### config.mk
export PLATFORM = sky130hd
export DESIGN_NAME = rect_filler_flat
export DESIGN_NICKNAME = d
export VERILOG_FILES = /design/src/rtl/rect_filler_if.sv /design/src/rtl/rect_filler.sv /design/src/flat_wrapper.sv
export SDC_FILE = /design/constraint.sdc
export NUM_CORES = 1
export LEC_CHECK = 0
export CORE_MARGIN = 2
export CORE_UTILIZATION = 55
export DETAILED_ROUTE_END_ITERATION = 16
export GPL_ROUTABILITY_DRIVEN = 0
export PLACE_DENSITY = 0.86
export SYNTH_ARGS = -nofsm -noshare
export SYNTH_HDL_FRONTEND = slang
export SYNTH_SLANG_ARGS = --single-unit
### constraint.sdc
create_clock -name clk -period 10.8 [get_ports clk]
set_clock_uncertainty 0.1 [all_clocks]
set_input_delay 2.7 -clock clk [delete_from_list [all_inputs] [get_ports clk]]
set_output_delay 2.7 -clock clk [all_outputs]
set_load 0.02 [all_outputs]
### src/rtl/rect_filler_if.sv
// ---------------------------------------------------------------------------
// rect_filler_if
//   Bundles the rectangle command handshake and the frame-buffer write port
//   used by rect_filler.
//   Parameters : HOR_ACTIVE_PIXELS / VER_ACTIVE_PIXELS (frame size).
//   Signals    : cmd_valid, cmd_ready, cmd_x, cmd_y, cmd_w, cmd_h, cmd_color,
//                busy, wr_en, wr_addr, wr_data.
//   Modports   : master (command source / write sink), slave (rect_filler).
// ---------------------------------------------------------------------------
interface rect_filler_if #(
  parameter int HOR_ACTIVE_PIXELS = 640,
  parameter int VER_ACTIVE_PIXELS = 480
);
  localparam int X_WIDTH          = $clog2(HOR_ACTIVE_PIXELS);
  localparam int Y_WIDTH          = $clog2(VER_ACTIVE_PIXELS);
  localparam int PIXEL_ADDR_WIDTH = $clog2(HOR_ACTIVE_PIXELS * VER_ACTIVE_PIXELS);

  logic                        cmd_valid;
  logic                        cmd_ready;
  logic [X_WIDTH-1:0]          cmd_x;
  logic [Y_WIDTH-1:0]          cmd_y;
  logic [X_WIDTH:0]            cmd_w;
  logic [Y_WIDTH:0]            cmd_h;
  logic                        cmd_color;
  logic                        busy;
  logic                        wr_en;
  logic [PIXEL_ADDR_WIDTH-1:0] wr_addr;
  logic                        wr_data;

  modport master (
    output cmd_valid, cmd_x, cmd_y, cmd_w, cmd_h, cmd_color,
    input  cmd_ready, busy, wr_en, wr_addr, wr_data
  );

  modport slave (
    input  cmd_valid, cmd_x, cmd_y, cmd_w, cmd_h, cmd_color,
    output cmd_ready, busy, wr_en, wr_addr, wr_data
  );
endinterface

### src/rtl/rect_filler.sv
// ---------------------------------------------------------------------------
// rect_filler
//   Fills an axis-aligned rectangle of a 1-bit frame buffer with a constant
//   colour, one pixel per enabled clock, in raster order.
//   Ports:
//     clk   - renderer clock, rising edge
//     rst_n - synchronous active-low reset (wins over ce)
//     ce    - clock enable; when low all state holds and no write is issued
//     bus   - rect_filler_if.slave: command handshake + frame-buffer write
//   Configuration:
//     RECT_FILLER_CLIP_EN - when defined, rectangles are clipped to the frame;
//                           otherwise they are used as given and addresses
//                           wrap modulo 2^PIXEL_ADDR_WIDTH.
// ---------------------------------------------------------------------------
module rect_filler #(
  parameter int HOR_ACTIVE_PIXELS = 640,
  parameter int VER_ACTIVE_PIXELS = 480
) (
  input  logic          clk,
  input  logic          rst_n,
  input  logic          ce,
  rect_filler_if.slave  bus
);
  localparam int X_WIDTH          = $clog2(HOR_ACTIVE_PIXELS);
  localparam int Y_WIDTH          = $clog2(VER_ACTIVE_PIXELS);
  localparam int PIXEL_ADDR_WIDTH = $clog2(HOR_ACTIVE_PIXELS * VER_ACTIVE_PIXELS);

  localparam logic [PIXEL_ADDR_WIDTH-1:0] H_ADDR = PIXEL_ADDR_WIDTH'(HOR_ACTIVE_PIXELS);
  localparam logic [PIXEL_ADDR_WIDTH-1:0] ONE_A  = PIXEL_ADDR_WIDTH'(1);
  localparam logic [X_WIDTH:0]            ONE_W  = (X_WIDTH+1)'(1);
  localparam logic [Y_WIDTH:0]            ONE_H  = (Y_WIDTH+1)'(1);

  typedef enum logic {IDLE = 1'b0, FILL = 1'b1} state_t;

  state_t                      state, state_nxt;
  logic                        ready_q, ready_nxt;
  logic                        busy_q, busy_nxt;
  logic                        wr_en_q, wr_en_nxt;
  logic                        wr_data_q, wr_data_nxt;
  logic [PIXEL_ADDR_WIDTH-1:0] wr_addr_q, wr_addr_nxt;
  logic [PIXEL_ADDR_WIDTH-1:0] row_base_q, row_base_nxt;
  logic [X_WIDTH:0]            w_q, w_nxt, col_q, col_nxt;
  logic [Y_WIDTH:0]            h_q, h_nxt, row_q, row_nxt;

  logic [X_WIDTH:0]            eff_w;
  logic [Y_WIDTH:0]            eff_h;
  logic [PIXEL_ADDR_WIDTH-1:0] start_addr;
  logic                        accept, empty, last_col, last_row;

  // ce is applied in the register enable, so accept only needs valid & ready.
  assign accept   = bus.cmd_valid & ready_q;
  assign empty    = (eff_w == '0) || (eff_h == '0);
  assign last_col = (col_q + ONE_W) == w_q;
  assign last_row = (row_q + ONE_H) == h_q;

  // The one multiply happens once per command; the pixel loop only adds.
  assign start_addr = PIXEL_ADDR_WIDTH'(bus.cmd_y) * H_ADDR + PIXEL_ADDR_WIDTH'(bus.cmd_x);

  // Effective rectangle size seen by the fill loop.
  always_comb begin
    // NOTE: every always_comb output gets a default first so no path can infer a latch.
    eff_w = bus.cmd_w;
    eff_h = bus.cmd_h;
`ifdef RECT_FILLER_CLIP_EN
    if ({1'b0, bus.cmd_x} >= (X_WIDTH+1)'(HOR_ACTIVE_PIXELS) ||
        {1'b0, bus.cmd_y} >= (Y_WIDTH+1)'(VER_ACTIVE_PIXELS)) begin
      eff_w = '0;
      eff_h = '0;
    end else begin
      if (bus.cmd_w > (X_WIDTH+1)'(HOR_ACTIVE_PIXELS) - {1'b0, bus.cmd_x})
        eff_w = (X_WIDTH+1)'(HOR_ACTIVE_PIXELS) - {1'b0, bus.cmd_x};
      if (bus.cmd_h > (Y_WIDTH+1)'(VER_ACTIVE_PIXELS) - {1'b0, bus.cmd_y})
        eff_h = (Y_WIDTH+1)'(VER_ACTIVE_PIXELS) - {1'b0, bus.cmd_y};
    end
`endif
  end

  // State and datapath registers.
  always_ff @(posedge clk) begin
    if (!rst_n) begin
      // NOTE: the latched command is reset too, so a fill aborted by reset leaves
      // nothing behind that could be resumed.
      state      <= IDLE;
      ready_q    <= 1'b0;
      busy_q     <= 1'b0;
      wr_en_q    <= 1'b0;
      wr_data_q  <= 1'b0;
      wr_addr_q  <= '0;
      row_base_q <= '0;
      w_q        <= '0;
      h_q        <= '0;
      col_q      <= '0;
      row_q      <= '0;
    end else if (ce) begin
      // NOTE: non-blocking assignments so every register samples pre-edge values.
      state      <= state_nxt;
      ready_q    <= ready_nxt;
      busy_q     <= busy_nxt;
      wr_en_q    <= wr_en_nxt;
      wr_data_q  <= wr_data_nxt;
      wr_addr_q  <= wr_addr_nxt;
      row_base_q <= row_base_nxt;
      w_q        <= w_nxt;
      h_q        <= h_nxt;
      col_q      <= col_nxt;
      row_q      <= row_nxt;
    end
  end

  // Next-state logic.
  always_comb begin
    state_nxt = state;
    case (state)
      IDLE:    if (accept && !empty)    state_nxt = FILL;
      FILL:    if (last_col && last_row) state_nxt = IDLE;
      default: state_nxt = IDLE;
    endcase
  end

  // Next values of the registered outputs and pixel counters.
  always_comb begin
    ready_nxt    = (state_nxt == IDLE);
    busy_nxt     = (state_nxt == FILL);
    wr_en_nxt    = (state_nxt == FILL);
    wr_data_nxt  = wr_data_q;
    wr_addr_nxt  = wr_addr_q;
    row_base_nxt = row_base_q;
    w_nxt        = w_q;
    h_nxt        = h_q;
    col_nxt      = col_q;
    row_nxt      = row_q;
    case (state)
      IDLE: begin
        if (accept) begin
          w_nxt        = eff_w;
          h_nxt        = eff_h;
          col_nxt      = '0;
          row_nxt      = '0;
          wr_addr_nxt  = start_addr;
          row_base_nxt = start_addr;
          wr_data_nxt  = bus.cmd_color;
        end
      end
      FILL: begin
        // Row wrap goes straight to the next row start: no idle cycle.
        if (last_col) begin
          col_nxt      = '0;
          row_nxt      = row_q + ONE_H;
          row_base_nxt = row_base_q + H_ADDR;
          wr_addr_nxt  = row_base_q + H_ADDR;
        end else begin
          col_nxt      = col_q + ONE_W;
          wr_addr_nxt  = wr_addr_q + ONE_A;
        end
      end
      default: ;
    endcase
  end

  // Handshake and write strobe are registered and qualified by ce, so a
  // stalled cycle neither offers ready nor issues a write.
  assign bus.cmd_ready = ready_q & ce;
  assign bus.wr_en     = wr_en_q & ce;
  assign bus.busy      = busy_q;
  assign bus.wr_addr   = wr_addr_q;
  assign bus.wr_data   = wr_data_q;
endmodule
### src/flat_wrapper.sv
// flat-port wrapper written by rule: the top's interface ports become plain ports
module rect_filler_flat 
#(
  parameter int HOR_ACTIVE_PIXELS = 640,
  parameter int VER_ACTIVE_PIXELS = 480
)
  (clk, rst_n, ce, bus_cmd_valid, bus_cmd_x, bus_cmd_y, bus_cmd_w, bus_cmd_h, bus_cmd_color, bus_cmd_ready, bus_busy, bus_wr_en, bus_wr_addr, bus_wr_data);
  rect_filler_if #(.HOR_ACTIVE_PIXELS(HOR_ACTIVE_PIXELS), .VER_ACTIVE_PIXELS(VER_ACTIVE_PIXELS)) bus_i ();
  input  logic clk;
  input  logic rst_n;
  input  logic ce;
  input wire logic [$bits(bus_i.cmd_valid)-1:0] bus_cmd_valid;
  input wire logic [$bits(bus_i.cmd_x)-1:0] bus_cmd_x;
  input wire logic [$bits(bus_i.cmd_y)-1:0] bus_cmd_y;
  input wire logic [$bits(bus_i.cmd_w)-1:0] bus_cmd_w;
  input wire logic [$bits(bus_i.cmd_h)-1:0] bus_cmd_h;
  input wire logic [$bits(bus_i.cmd_color)-1:0] bus_cmd_color;
  output wire logic [$bits(bus_i.cmd_ready)-1:0] bus_cmd_ready;
  output wire logic [$bits(bus_i.busy)-1:0] bus_busy;
  output wire logic [$bits(bus_i.wr_en)-1:0] bus_wr_en;
  output wire logic [$bits(bus_i.wr_addr)-1:0] bus_wr_addr;
  output wire logic [$bits(bus_i.wr_data)-1:0] bus_wr_data;
  assign bus_i.cmd_valid = bus_cmd_valid;
  assign bus_i.cmd_x = bus_cmd_x;
  assign bus_i.cmd_y = bus_cmd_y;
  assign bus_i.cmd_w = bus_cmd_w;
  assign bus_i.cmd_h = bus_cmd_h;
  assign bus_i.cmd_color = bus_cmd_color;
  assign bus_cmd_ready = bus_i.cmd_ready;
  assign bus_busy = bus_i.busy;
  assign bus_wr_en = bus_i.wr_en;
  assign bus_wr_addr = bus_i.wr_addr;
  assign bus_wr_data = bus_i.wr_data;
  rect_filler #(.HOR_ACTIVE_PIXELS(HOR_ACTIVE_PIXELS), .VER_ACTIVE_PIXELS(VER_ACTIVE_PIXELS)) u_core (.clk(clk), .rst_n(rst_n), .ce(ce), .bus(bus_i));
endmodule
==> flow_metrics.tcl, run 1 <==
set metrics [dict create \
    final.fill_count 781 \
    critPathCaptureType "output port" \
    yosys.area.top_type_share 0.304 \
    hold_viol 0 \
    cts_tree "built" \
    rsz0062_at_grt "false" \
    min_path_type "reg -> reg" \
    worstSetupStartpointType "input pin" \
    via_per_inst 6.31 \
    antenna_found_initial 0 \
    initial_core_util 0.564 \
    die_width_um 104 \
    dieArea_um2 10700 \
    synth.ff_latch_count 83 \
    die_h_um 104 \
    final-setup-viol-count 0 \
    clock_latency_ps 370 \
    powerDensity_nw_per_um2 120 \
    yosys.area.top_type "dfxtp_1" \
    final_area_um2 6380 \
    portBuffers 67 \
    cts_sinks 83 \
    dpl.hpwl_um 10700 \
    syn_avg_cell_area_um2 7.80 \
    syn-instance-count 700 \
    n_antenna_cell 0 \
    seq_area_frac_synth 0.304 \
    endpoint "bus_wr_en" \
    hold_path.startpoint "u_core.bus.wr_data" \
    first_pass_iters 5 \
    synth_flop_cell "dfxtp_1" \
    startpoint "ce" \
    post_cts_buffers 0 \
    async_flop_share 0 \
    cts_hold_buf 0 \
    max_clock_freq_mhz 143 \
    wl_um 15500 \
    leakagePower_nw 2.32 \
    clk_pin_slew_ps 100 \
    cts_max_path_buffers 2 \
    synth_edf_count 0 \
    grt_pass1_wl_um 25300 \
    seqCellArea_um2 1660 \
    place_area_um2 6170 \
    ff2ff_setup_slack_ps 7050 \
    numCtsBuffers 9 \
    period_share 0.648 \
    worstSetupPathType "in -> out" \
    yosys-top-cells-area "dfxtp_1 (30%), nand2_1 (7.3%), a21oi_1 (5.0%)" \
    max_slew_margin 0.210 \
    synth_nets 768 \
    slew_viol_final 0 \
    ys_warn_count 0 \
    rows 36 \
    grt_pass1_vias 5349 \
    synth_area_um2 5460 \
    crit_fanout 7 \
    setup_tns_ps 0 \
    r2r-end "u_core.bus.wr_addr[9]" \
    core-area_um2 9680 \
    r2r_cells 8 \
    maxCapViolCount 0 \
    max_slew.worst_pin.slew_ps 1180 \
    h-tree-depth 3 \
    crit_arrival_ps 4200 \
    multiInputGateArea_um2 3590 \
    layout.nets 812 \
    drt_iter0_drc 482 \
    timing.rr.start "u_core.col_q[0]" \
    outcome "finished, final reports clean" \
    route.detailed.drc 0 \
    synth_cell_type_count 68 \
    grt_max_degree 59 \
    routedWlPerCell_um 17.6 \
    syn2layout_area_growth_pct 16.9 \
    track_usage 0.284 \
    drtAntennaViolNets 0 \
    num_vias 5567 \
    vdd_ir_drop_max_mv 0.0745 \
    fin_util 0.659 \
    min_period_ps 7000 \
    cts-root-buf "clkbuf_8" \
    cp.required_ps 8000 \
    overflow 0 \
    ctsResizeCount 0 \
    io_pins 68 \
    drive_gt1_frac 0.0614 \
]
[sequential cells by signal, summed over array words and instances, names as in the netlist]
register / count
u_core.bus.wr_addr: 19
u_core.row_base_q: 19
u_core.col_q: 11
u_core.w_q: 11
u_core.h_q: 10
u_core.row_q: 10
u_core.bus.wr_data: 1
u_core.ready_q: 1
u_core.state: 1
[area by class of cell]
| class | count | area share |
|---|---|---|
| Timing Repair Buffer | 72 | 0.111 |
| Inverter | 13 | 0.00764 |
| Tap cell | 133 | 0.0261 |
| Multi-Input combinational cell | 565 | 0.562 |
| Clock buffer | 10 | 0.0216 |
| Sequential cell | 83 | 0.260 |
| Clock inverter | 6 | 0.0116 |
[critical path, cell delays in order]
cell and delay (ps):
clkdlybuf4s50_1 560, nand2_1 140, inv_1 180, clkdlybuf4s50_1 620
[Yosys cell counts (3+ instances only)]
cell type	number
xor2_1	31
clkbuf_1	32
nand4_1	11
nor2_1	48
a21oi_1	55
o21ai_0	30
or3_1	7
nand2b_1	14
a211oi_1	7
nand3b_1	9
dfxtp_1	83
inv_1	12
o21a_1	7
xnor2_1	31
nor4_1	10
and2_1	7
and4_1	4
mux2i_1	5
nor4b_1	3
o211ai_1	8
ha_1	21
o211a_1	4
a311oi_1	5
a31oi_1	23
buf_2	4
nand2_1	106
nor3_1	11
and3_1	10
nand3_1	33
nor3b_1	3
a21o_1	8
a22oi_1	3
or2_2	6
o31ai_1	3
[layout by cell type (no fill, tap or decap), drive strengths merged, types with 21 or more instances in the layout]
master / Yosys / final
nand2: 106 / 106
dfxtp: 83 / 83
clkdlybuf4s50: 0 / 67
a21oi: 55 / 55
nor2: 48 / 48
nand3: 33 / 33
xor2: 31 / 31
xnor2: 31 / 31
o21ai: 30 / 30
a31oi: 23 / 23
ha: 21 / 21
[cells by family after synthesis]
kind of cell,share of synthesized area
mux,0.0112
simple gates,0.271
flops,0.304
buf+inv,0.0394
xor+xnor,0.0994
fa+ha+maj,0.0554
compound gates,0.219
[routing by layer]
| metal | GRT usage | vias to the layer above | wire length (um) |
|---|---|---|---|
| met5 | 0 | - | 0 |
| met4 | 0.100 | 0 | 343 |
| met3 | 0.0535 | 36 | 1130 |
| met2 | 0.491 | 252 | 7560 |
| met1 | 0.354 | 2657 | 6460 |
| li1 | - | 2622 | - |
[where the power goes]
part	total, W	internal [W]	leakage, nW	switching [W]
sequential	0.000336	0.000320	0.674	0.0000163
clock	0.000241	0.000116	0.101	0.000125
combinational	0.000192	0.0000826	1.55	0.000109
[worst min-delay path by stage]
| stage | end | slack [ps] | cells after the start |
|---|---|---|---|
| final | u_core.bus.wr_data | 360 | 2 |
| after floorplan | u_core.row_base_q[2] | 330 | 2 |
| after CTS | u_core.bus.wr_data | 360 | 2 |
| after global routing | u_core.bus.wr_data | 390 | 2 |
| after global placement | u_core.row_base_q[2] | 340 | 2 |
| after detailed placement | u_core.bus.wr_data | 350 | 2 |
[through the flow]
step | setup slack (ps) | power [W] | instances | hold WS, ps
after floorplan | 5040 | 0.000466 | 700 | 332
after global placement | 3870 | 0.000521 | 866 | 340
after detailed placement | 3830 | 0.000530 | 866 | 349
after CTS | 3820 | 0.000764 | 882 | 363
after global routing | 3730 | 0.000798 | 882 | 385
final | 3800 | 0.000769 | 882 | 362
Note: power is estimated with default switching activity, not from simulation.
==> run 2: changes to the inputs <==
- CORE_UTILIZATION: 55 -> 51
- PLACE_DENSITY: 0.86 -> 0.84
- clock period: 10.8 -> 6.34 ns (I/O delays scaled with it)
==> flow_metrics.tcl, run 2 (same netlist as run 1, synthesis figures left out) <==
set metrics [dict create \
    drtAntennaViolNets 0 \
    n_antenna_cell 0 \
    track_usage 0.256 \
    slew_viol_final 0 \
    layout_common_cells "nand2_1 (106), dfxtp_1 (82), clkdlybuf4s50_1 (67)" \
    post_cts_buffers 0 \
    dpl.hpwl_um 10500 \
    grt_max_degree 58 \
    crit_fanout 7 \
    initial_core_util 0.527 \
    dp_slack_ps 1420 \
    r2r_cells 9 \
    via_per_inst 6.22 \
    max_slew_margin 0.211 \
    crit_slowest_cell "clkdlybuf4s50_1" \
    overflow 0 \
    num_vias 5492 \
    route.detailed.drc 0 \
    ff2ff_setup_slack_ps 2630 \
    clk_pin_slew_ps 80 \
    slowest_delay_ps 630 \
    wl_um 14900 \
    syn2layout_area_growth_pct 15.8 \
    max_slew.worst_pin.slew_ps 1180 \
    layout_commonest_cell "nand2_1" \
    holdPathEnd "u_core.row_base_q[0]" \
    antenna_found_initial 0 \
    crit_arrival_ps 3050 \
    min_path_type "reg -> reg" \
    outcome "finished, final reports clean" \
    rows 37 \
    clock_latency_ps 360 \
    vdd_ir_drop_max_mv 0.122 \
    layout.nets 812 \
    h-tree-depth 3 \
    grt_pass1_wl_um 24000 \
    routedWlPerCell_um 16.9 \
    cts_tree "built" \
    min_period_ps 4730 \
    cp_cell_sequence "clkdlybuf4s50_1, nand2_1, inv_1, clkdlybuf4s50_1" \
    final-setup-viol-count 0 \
    worstSetupStartpointType "input pin" \
    hold_path.startpoint "u_core.row_base_q[0]" \
    maxCapViolCount 0 \
    leakagePower_nw 2.30 \
    dieArea_um2 11600 \
    first_pass_iters 5 \
    cpMostUsedCell "clkdlybuf4s50_1" \
    hold_viol 0 \
    ctsResizeCount 0 \
    critPathCaptureType "output port" \
    timing.rr.start "u_core.col_q[0]" \
    grt_pass1_vias 5161 \
    die_h_um 107 \
    max_clock_freq_mhz 211 \
    cts_hold_buf 0 \
    final.fill_count 902 \
    worstSetupPathType "in -> out" \
    setup_tns_ps 0 \
    die_width_um 107 \
    drive_gt1_frac 0.0589 \
    rsz0062_at_grt "false" \
    io_pins 68 \
    numCtsBuffers 9 \
    cp.required_ps 4660 \
    cts_sinks 83 \
    r2r-end "u_core.row_base_q[7]" \
    drt_iter0_drc 396 \
    cts_max_path_buffers 2 \
    holdPathStages 2 \
    period_share 0.746 \
    portBuffers 67 \
    cts-root-buf "clkbuf_8" \
    worst_slack_ps 1610 \
    core-area_um2 10400 \
    powerDensity_nw_per_um2 192 \
]
[run 2: cell count changes in the layout (fill, tap and decap cells not counted), sizes merged]
| cell | change |
|---|---|
| bufinv | -1 |
| clkinvlp | -2 |
| inv | -1 |
| clkinv | +2 |
[run 2: worst max-delay path, delay by kind of cell]
| kind | cells | cell delay (ps) |
|---|---|---|
| buffers and inverters | 3 | 1340 |
| AND/OR/NAND/NOR | 1 | 120 |
[run 2: worst max path at each step]
stage	endpoint	depth (start not counted)	slack [ps]	startpoint
after detailed placement	u_core.row_base_q[14]	11	1420	bus_cmd_y[1]
final	bus_wr_en	4	1610	ce
after global placement	u_core.row_base_q[17]	11	1480	bus_cmd_y[1]
after CTS	bus_wr_en	4	1610	ce
after global routing	bus_wr_en	4	1530	ce
after floorplan	u_core.row_base_q[17]	10	2120	bus_cmd_y[1]
[run 2: metal layers]
layer  up-vias  global-route usage  routed length [um]
met5         -                   0                   0
met4         0              0.0888                 312
met3        34              0.0460                 999
met2       224               0.437                7310
met1      2619               0.325                6290
li1       2615                   -                   -
[run 2: stage by stage]
| step | hold slack [ps] | total power (W) | util | instance area, um2 | instances |
|---|---|---|---|---|---|
| finish | 360 | 0.00122 | 0.610 | 6320 | 883 |
| floorplan | 332 | 0.000793 | - | 5460 | 700 |
| global placement | 339 | 0.000889 | 0.596 | 6180 | 869 |
| CTS | 362 | 0.00121 | 0.610 | 6320 | 883 |
| global route | 377 | 0.00127 | 0.610 | 6320 | 883 |
| detailed placement | 350 | 0.000899 | 0.596 | 6180 | 869 |
[run 2: power by group]
part / internal (W) / switching, W / total (W)
sequential: 0.000545 / 0.0000284 / 0.000573
combinational: 0.000141 / 0.000181 / 0.000321
clock: 0.000136 / 0.000187 / 0.000323
total: 0.000821 / 0.000397 / 0.00122
[run 2: cell type report]
type	count	area, um2	share of cell area
clock buffer	10	128	0.0202
clock inverter	4	20.0	0.00317
inverter	13	48.8	0.00772
multi-input combinational	565	3590	0.567
sequential	83	1660	0.263
tap	136	170	0.0269
timing repair buffer	72	708	0.112
==> run 3: changes to the inputs <==
- clock period: 6.34 -> 4.3 ns (I/O delays scaled with it)
==> flow_metrics.tcl, run 3 (same netlist as run 1, synthesis figures left out) <==
set metrics [dict create \
    outcome "finished, final reports clean" \
    drive_gt1_frac 0.0738 \
    worstSetupPathType "in -> reg" \
    cts-root-buf "clkbuf_8" \
    ctsResizeCount 0 \
    layout_commonest_cell "nand2_1" \
    final-setup-viol-count 0 \
    clk_pin_slew_ps 80 \
    critPathCaptureType "register" \
    max_clock_freq_mhz 243 \
    post_cts_buffers 0 \
    layout.nets 824 \
    dieArea_um2 11600 \
    min_path_type "reg -> reg" \
    drt_iter0_drc 456 \
    core-area_um2 10400 \
    dp_slack_ps -113 \
    first_pass_iters 5 \
    max_slew.worst_pin.slew_ps 668 \
    routedWlPerCell_um 16.9 \
    place_inst 881 \
    route.detailed.drc 0 \
    crit_fanout 4 \
    final.fill_count 917 \
    ff2ff_setup_slack_ps 920 \
    cp.required_ps 4440 \
    initial_core_util 0.527 \
    cts_hold_buf 0 \
    syn2layout_area_growth_pct 18.7 \
    portBuffers 67 \
    global_route.usage.met2 0.445 \
    track_usage 0.263 \
    top_usage_layer "met2" \
    die_width_um 107 \
    maxCapViolCount 0 \
    min_period_ps 4110 \
    leakagePower_nw 2.39 \
    grt_pass1_wl_um 24500 \
    grt_max_degree 37 \
    period_share 0.956 \
    rows 37 \
    drtAntennaViolNets 0 \
    holdPathStages 2 \
    wl_um 15100 \
    crit_slowest_cell "clkdlybuf4s50_1" \
    layout_common_cells "nand2_1 (106), dfxtp_1 (82), clkdlybuf4s50_1 (67)" \
    cts_sinks 83 \
    slowest_delay_ps 440 \
    worstSetupStartpointType "input pin" \
    die_h_um 107 \
    h-tree-depth 3 \
    timing.rr.start "u_core.col_q[0]" \
    dpl.hpwl_um 10800 \
    slew_viol_final 0 \
    hold_path.startpoint "u_core.bus.wr_data" \
    cp_cell_sequence "clkdlybuf4s50_1, ha_1, ha_1, fa_1, buf_4, xor2_1, nand2_1, nor4b_1, buf_4, mux2i_1, nand2_1, o31ai_1, nor2_1" \
    grtUsageMet1 0.324 \
    cp.buffers_inverters 3 \
    antenna_found_initial 0 \
    rsz0062_at_grt "false" \
    clock_latency_ps 360 \
    io_pins 68 \
    num_vias 5469 \
    n_antenna_cell 0 \
    crit_arrival_ps 4260 \
    setup_tns_ps 0 \
    max_slew_margin 0.553 \
    r2r_cells 9 \
    fin_util 0.625 \
    cts_max_path_buffers 2 \
    met3_usage 0.0557 \
    finalNonFillerCells 895 \
    powerDensity_nw_per_um2 302 \
    total_power_w 0.00196 \
    holdPathEnd "u_core.bus.wr_data" \
    crit_family "adder cells" \
    worst_slack_ps 188 \
    overflow 0 \
    hold_viol 0 \
    numCtsBuffers 9 \
    via_per_inst 6.11 \
    cts_tree "built" \
    vdd_ir_drop_max_mv 0.235 \
    grt_pass1_vias 5322 \
    r2r-end "u_core.row_base_q[7]" \
]
[run 3: routing by layer]
layer,up-vias,share of wire
met1,2550,0.42
met3,36,0.067
li1,2639,-
met2,244,0.49
met4,0,0.026
met5,-,0
[run 3: how the worst max path moves through the flow]
stage	startpoint	to	depth (start not counted)
after detailed placement	bus_cmd_y[3]	u_core.row_base_q[14]	13
final	bus_cmd_y[1]	u_core.row_base_q[14]	13
after CTS	bus_cmd_y[1]	u_core.row_base_q[14]	13
after global routing	bus_cmd_y[1]	u_core.row_base_q[14]	13
after global placement	bus_cmd_y[1]	u_core.bus.wr_addr[14]	13
after floorplan	bus_cmd_y[1]	u_core.row_base_q[17]	10
[run 3: worst min-delay path, cell delays in order (launching register included)]
cell and delay (ps):
dfxtp_1 320, nand2_1 50, a21oi_1 50
[run 3: area by class of cell]
cell class	count	area [um2]	area share
clock buffers	12	155	0.0239
clock inverters	2	60.1	0.00926
inverters	13	48.8	0.00753
multi-input cells	565	3590	0.553
flip-flops and latches	83	1660	0.257
well taps	136	170	0.0262
repair buffers	84	798	0.123
[run 3: power by group]
group	total, W	internal (W)	switching (W)
Clock	0.000625	0.000353	0.000272
Combinational	0.000484	0.000219	0.000265
Sequential	0.000849	0.000803	0.0000451
Total	0.00196	0.00138	0.000583
[run 3: stage by stage]
step / hold slack [ps] / cell area, um2
floorplan: 332 / 5460
global placement: 339 / 6270
detailed placement: 349 / 6270
CTS: 360 / 6480
global route: 381 / 6480
finish: 360 / 6480
